`config.mk`:
```
export PLATFORM = sky130hd
export DESIGN_NAME = csa_pipe_adder
export DESIGN_NICKNAME = d
export VERILOG_FILES = /design/src/rtl/csa_pipe_adder.sv
export SDC_FILE = /design/constraint.sdc
export NUM_CORES = 1
export LEC_CHECK = 0
export ABC_AREA = 1
export ABC_CLOCK_PERIOD_IN_PS = 12230
export CORE_MARGIN = 2
export CORE_UTILIZATION = 38
export CTS_CLUSTER_SIZE = 20
export DETAILED_ROUTE_END_ITERATION = 10
export PLACE_DENSITY = 0.64
export SLEW_MARGIN = 15
export SYNTH_ARGS = -nofsm -noshare
export SYNTH_HDL_FRONTEND = slang
export SYNTH_SLANG_ARGS = --single-unit
```
`constraint.sdc`:
```
create_clock -name clk -period 12.23 [get_ports clk]
set_input_delay 2.446 -clock clk [delete_from_list [all_inputs] [get_ports clk]]
set_output_delay 2.446 -clock clk [all_outputs]
set_load 0.1 [all_outputs]
```
`src/rtl/csa_pipe_adder.sv`:
```
// csa_pipe_adder: pipelined carry-select adder/subtractor with valid/ready flow control.
// Each pipeline stage resolves BPS carry-select blocks of BLK bits. Operands travel down
// the pipe with each beat, and finished low sum bits are carried forward, so the output
// word arrives aligned after L = WIDTH/(BLK*BPS) cycles.
module csa_pipe_adder #(
   parameter int WIDTH = 16,
   parameter int BLK   = 4,
   parameter int BPS   = 1
) (
   input  logic             clk,
   input  logic             rst_n,
   input  logic             in_valid,
   output logic             in_ready,
   input  logic [WIDTH-1:0] op_a,
   input  logic [WIDTH-1:0] op_b,
   input  logic             cin,
   input  logic             sub,
   output logic             out_valid,
   input  logic             out_ready,
   output logic [WIDTH-1:0] sum,
   output logic             cout,
   output logic             ovf
);

   localparam int SW = BLK * BPS;   // bits resolved per stage
   localparam int L  = WIDTH / SW;  // pipeline latency in cycles

   if ((WIDTH % SW) != 0 || L < 1) begin : g_bad_width
      $error("csa_pipe_adder: WIDTH must be a non-zero multiple of BLK*BPS");
   end

   // Handshake: an input beat is taken on a rising edge when in_valid && in_ready; an
   // output beat is consumed on a rising edge when out_valid && out_ready. The whole pipe
   // advances together (adv) unless a valid result is being held for a stalled consumer.
   logic             adv;

   // Register set k (0..L) is the input of compute stage k; set L is the output register.
   // Set 0 captures raw operands; set k>0 holds low k*SW bits of the sum already resolved.
   logic             v_q [0:L];
   logic             c_q [0:L];
   logic [WIDTH-1:0] s_q [0:L];
   logic [WIDTH-1:0] a_q [0:L-1];
   logic [WIDTH-1:0] b_q [0:L-1];
   logic             ovf_q;

   logic [WIDTH-1:0] s_nx [1:L];
   logic             c_nx [1:L];
   logic             ovf_nx;
   logic [WIDTH-1:0] acc;
   logic             carry;
   logic [BLK:0]     r0;
   logic [BLK:0]     r1;
   int               lo;

   assign adv       = !v_q[L] || out_ready;
   assign in_ready  = adv;
   assign out_valid = v_q[L];
   assign sum       = s_q[L];
   assign cout      = c_q[L];
   assign ovf       = ovf_q;

   // Per stage: both carry hypotheses per block, incoming carry picks one and ripples on.
   always_comb begin
      acc    = '0;
      carry  = 1'b0;
      r0     = '0;
      r1     = '0;
      lo     = 0;
      ovf_nx = 1'b0;
      for (int k = 1; k <= L; k++) begin
         s_nx[k] = '0;
         c_nx[k] = 1'b0;
      end
      for (int k = 0; k < L; k++) begin
         acc   = s_q[k];
         carry = c_q[k];
         for (int j = 0; j < BPS; j++) begin
            lo = k * SW + j * BLK;
            r0 = {1'b0, a_q[k][lo +: BLK]} + {1'b0, b_q[k][lo +: BLK]};
            r1 = {1'b0, a_q[k][lo +: BLK]} + {1'b0, b_q[k][lo +: BLK]} + {{BLK{1'b0}}, 1'b1};
            acc[lo +: BLK] = carry ? r1[BLK-1:0] : r0[BLK-1:0];
            carry          = carry ? r1[BLK] : r0[BLK];
         end
         s_nx[k+1] = acc;
         c_nx[k+1] = carry;
      end
      // Same-sign operands whose result sign differs: two's-complement overflow.
      ovf_nx = (a_q[L-1][WIDTH-1] == b_q[L-1][WIDTH-1]) &&
               (s_nx[L][WIDTH-1] != a_q[L-1][WIDTH-1]);
   end

   // Pipeline registers: flush on reset, shift everything one step when adv, else hold.
   always_ff @(posedge clk) begin
      if (!rst_n) begin
         for (int k = 0; k <= L; k++) begin
            v_q[k] <= 1'b0;
            c_q[k] <= 1'b0;
            s_q[k] <= '0;
         end
         for (int k = 0; k < L; k++) begin
            a_q[k] <= '0;
            b_q[k] <= '0;
         end
         ovf_q <= 1'b0;
      end else if (adv) begin
         // Subtract is folded in here once: invert B and force the carry-in.
         v_q[0] <= in_valid;
         a_q[0] <= op_a;
         b_q[0] <= sub ? ~op_b : op_b;
         c_q[0] <= sub | cin;
         s_q[0] <= '0;
         for (int k = 1; k < L; k++) begin
            a_q[k] <= a_q[k-1];
            b_q[k] <= b_q[k-1];
         end
         for (int k = 1; k <= L; k++) begin
            v_q[k] <= v_q[k-1];
            s_q[k] <= s_nx[k];
            c_q[k] <= c_nx[k];
         end
         ovf_q <= ovf_nx;
      end
   end

endmodule

```
==> results.md <==
* Outcome: complete, no violations
* Count leader, synth: nor2_1
* Core Rows at 45
* Drt first pass iters at 4
* Cell Area, Placed at between 6000 and 7000 um2
* Area delta synth->final at 22.99%
* DRT iter0 DRCs at 243
* Post-DRT Antenna Nets at 0
* TritonCTS clock tree: yes
* Mapped Avg Cell Area at approximately 11 um2
* Largest net degree at the start of global routing at roughly 100
* EDFF count, synth at 130
* Share of layout cells above drive strength 1 at 5.958%
* Setup TNS at 0 ns
* First-pass GRT wire length at 14.80 mm
* Final hold violation count at 0
* Die footprint at 16,670 um2
* Register area share after synthesis at 65.97%
* Die Width at 129.1 um
* Arr. time, crit path at 4.22 ns
* Total GRT Usage at 11.24%
* Commonest cells post-synth: 131 x nor2_1, 130 x edfxtp_1, 116 x inv_1, 43 x nand2_1, 24 x nand3_1
* Leak pwr at 3.091 nW
* Pwr/cell area at ~150 nW/um2
* Die H at ~130 um
* Hold Path Class: reg2reg
* Final core utilization at 47.95%
* Final net count at 670
* Cell mode on critical path: clkdlybuf4s50_1
* Critical-path top delay cell: clkdlybuf4s50_1
* Max incr delay on CP at about 1.2 ns
* Post_cts resized at 0
* Vias in the first global route at 3,369
* Synth warn at 0
* DR vias at 3,440
* TritonCTS buffer count at 17
* Setup crit end kind: primary output
* Antenna Cells at 0
* Clock Tree Root: clkbuf_16
* Synth area leader: edfxtp_1
* I/O pin cnt at 58
* Slew @ Worst Pin at roughly 0.97 ns
* Slew HR at 35.13%
* CTS Buffer Depth at 2
* # clock sinks at approximately 130
* PortBufs at 57
* Min Clock Period, post-route at 6.668 ns
* Post-synth top area share at between 60% and 70%
* Worst-path clk slew at 0.05 ns
* Synth Instances at 545
* Initial Util at 38.98%
* GPL Wtd Cong at 0.7844
* # DRC at 0
* Core area at 15,260 um2
* Max VDD drop at 0.00009554 V
* Final Cell Area at 7316 um2
* Hold_buf cts at 0
* Worst hold slack at 0.4732 ns
* Post-CTS Setup Inserts at 0
* #FFs+latches synth at 131
* Syn Nets at about 610
* Clock Skews at 0.006894 ns
* Post-Route WL at 8.315 mm
* Top post-synthesis cells by area: edfxtp_1 66%, nor2_1 8.3%, inv_1 7.3%, ha_1 4.2%, xnor2_1 2.8%
* Routed vias/inst at 4.135
* Distinct cell type count after synthesis at 24
* Syn Std Cell Area at 5948 um2
* Bufs and invs on worst path at 3
* Max Cap Violations at 0
* Critical-path cell list: clkdlybuf4s50_1 > inv_1 > nand2_1 > clkdlybuf4s50_1
* Ratio of final minimum period to clock period at 54.52%
* RSZ-0062 raised after global routing: no
* Top delay family on crit path: buffers and inverters
* FFs w/ async S/R, synth at 0%
* Clock latency at the later pin of the worst-skew pair at 0.41 ns
* Final setup fails at 0
* Achievable Freq at 150.0 MHz
* Startpoint Class: input port
* Final HPWL DP at 5.319 mm
* Pins Over Slew Limit at 0
* WS Path Type: in2out
* Max H-tree Level at 4
* CP max FO at 3
* Power after layout at 1.120 mW
* Main synth FF type: edfxtp_1
* Initial antenna violation count at 0
* Critical Path RT at 9.78 ns
* Gr ovfl total at 0
* Wire per inst at about 10 um
worst min-delay path, delay by kind of cell, from the launching register on:
kind	cells	cell delay [ns]
flops	1	0.31
simple gates	2	0.13
cells in the final DEF, fill, tap and decap left out:
master	netlist	final
inv_1	116	116
inv_2	1	1
buf_4	1	1
nand2_4	0	2
bufinv_16	0	3
nor3_1	6	6
clkinv_1	0	4
nand2_1	43	42
ha_1	20	20
clkinv_2	0	4
o21ai_0	2	2
nand2_2	2	1
clkinvlp_4	0	1
buf_6	0	1
nor3b_1	1	1
fa_1	4	4
nor2_1	131	131
clkbuf_16	0	17
o21a_1	3	3
edfxtp_1	130	130
xnor2_1	19	19
clkinv_4	0	1
nor2_2	1	1
nand3_2	1	1
clkdlybuf4s50_1	0	57
o21ai_1	1	1
nor3_2	3	3
nand3_1	24	24
clkbuf_1	4	2
a21oi_1	18	18
or2_1	3	3
dfxtp_1	1	1
logic make-up (layout without fill, tap and decap cells):
kind of cell	count (synthesis)	in the layout	share of synthesized area [%]
XOR/XNOR	19	19	2.798
adder cells (fa/ha/maj)	24	24	5.553
flip-flops	131	131	65.97
AO/OA/AOI/OAI	24	24	2.146
buffers and inverters	132	208	8.603
AND/OR/NAND/NOR	215	215	14.93
cell type report:
class                           instances  area, um2
Inverter                              117      439.2
Clock inverter                         13      141.4
Timing Repair Buffer                   59      589.3
Multi-Input combinational cell        282       1525
Sequential cell                       131       3924
Fill cell                            1426       7943
Clock buffer                           19      432.9
Tap cell                              211      264.0
worst paths after layout:
check                           startpoint          to  slack, ns  cells past startpoint
worst min-delay path                   ovf         ovf       0.47                      2
worst max-delay path             out_ready    in_ready       5.56                      4
worst max register to register   v_q[0][4]  s_q[0][78]      10.05                      6
worst min register to register         ovf         ovf       0.47                      2
sequential cells by signal, summed over array words and instances, names as in the netlist:
| signal | cells |
|---|---|
| ovf | 1 |
| b_q | 40 |
| c_q | 5 |
| s_q | 40 |
| a_q | 40 |
| v_q | 5 |
per-layer routing:
layer	part of all wire [%]	routed length (um)	GRT usage, %	vias up
li1	-	-	-	1852
met1	48	3962	13.59	1503
met2	46	3807	18.27	76
met3	4.7	388	3.386	9
met4	1.9	155	5.754	0
met5	0	0	0	-
power by group:
group	total [mW]	switching (mW)	internal [mW]	leakage, nW
clock network	0.489	0.174	0.316	0.280
logic	0.101	0.0621	0.0388	1.25
registers	0.530	0.00812	0.522	1.56
total	1.12	0.244	0.876	3.09
stage by stage:
step | worst slack [ns] | cells
floorplan | 5.680 | 545
finish | 5.562 | 832
CTS | 5.555 | 832
global route | 5.529 | 832
global placement | 5.576 | 800
detailed placement | 5.563 | 800
Power figures use the tool's default switching activity.
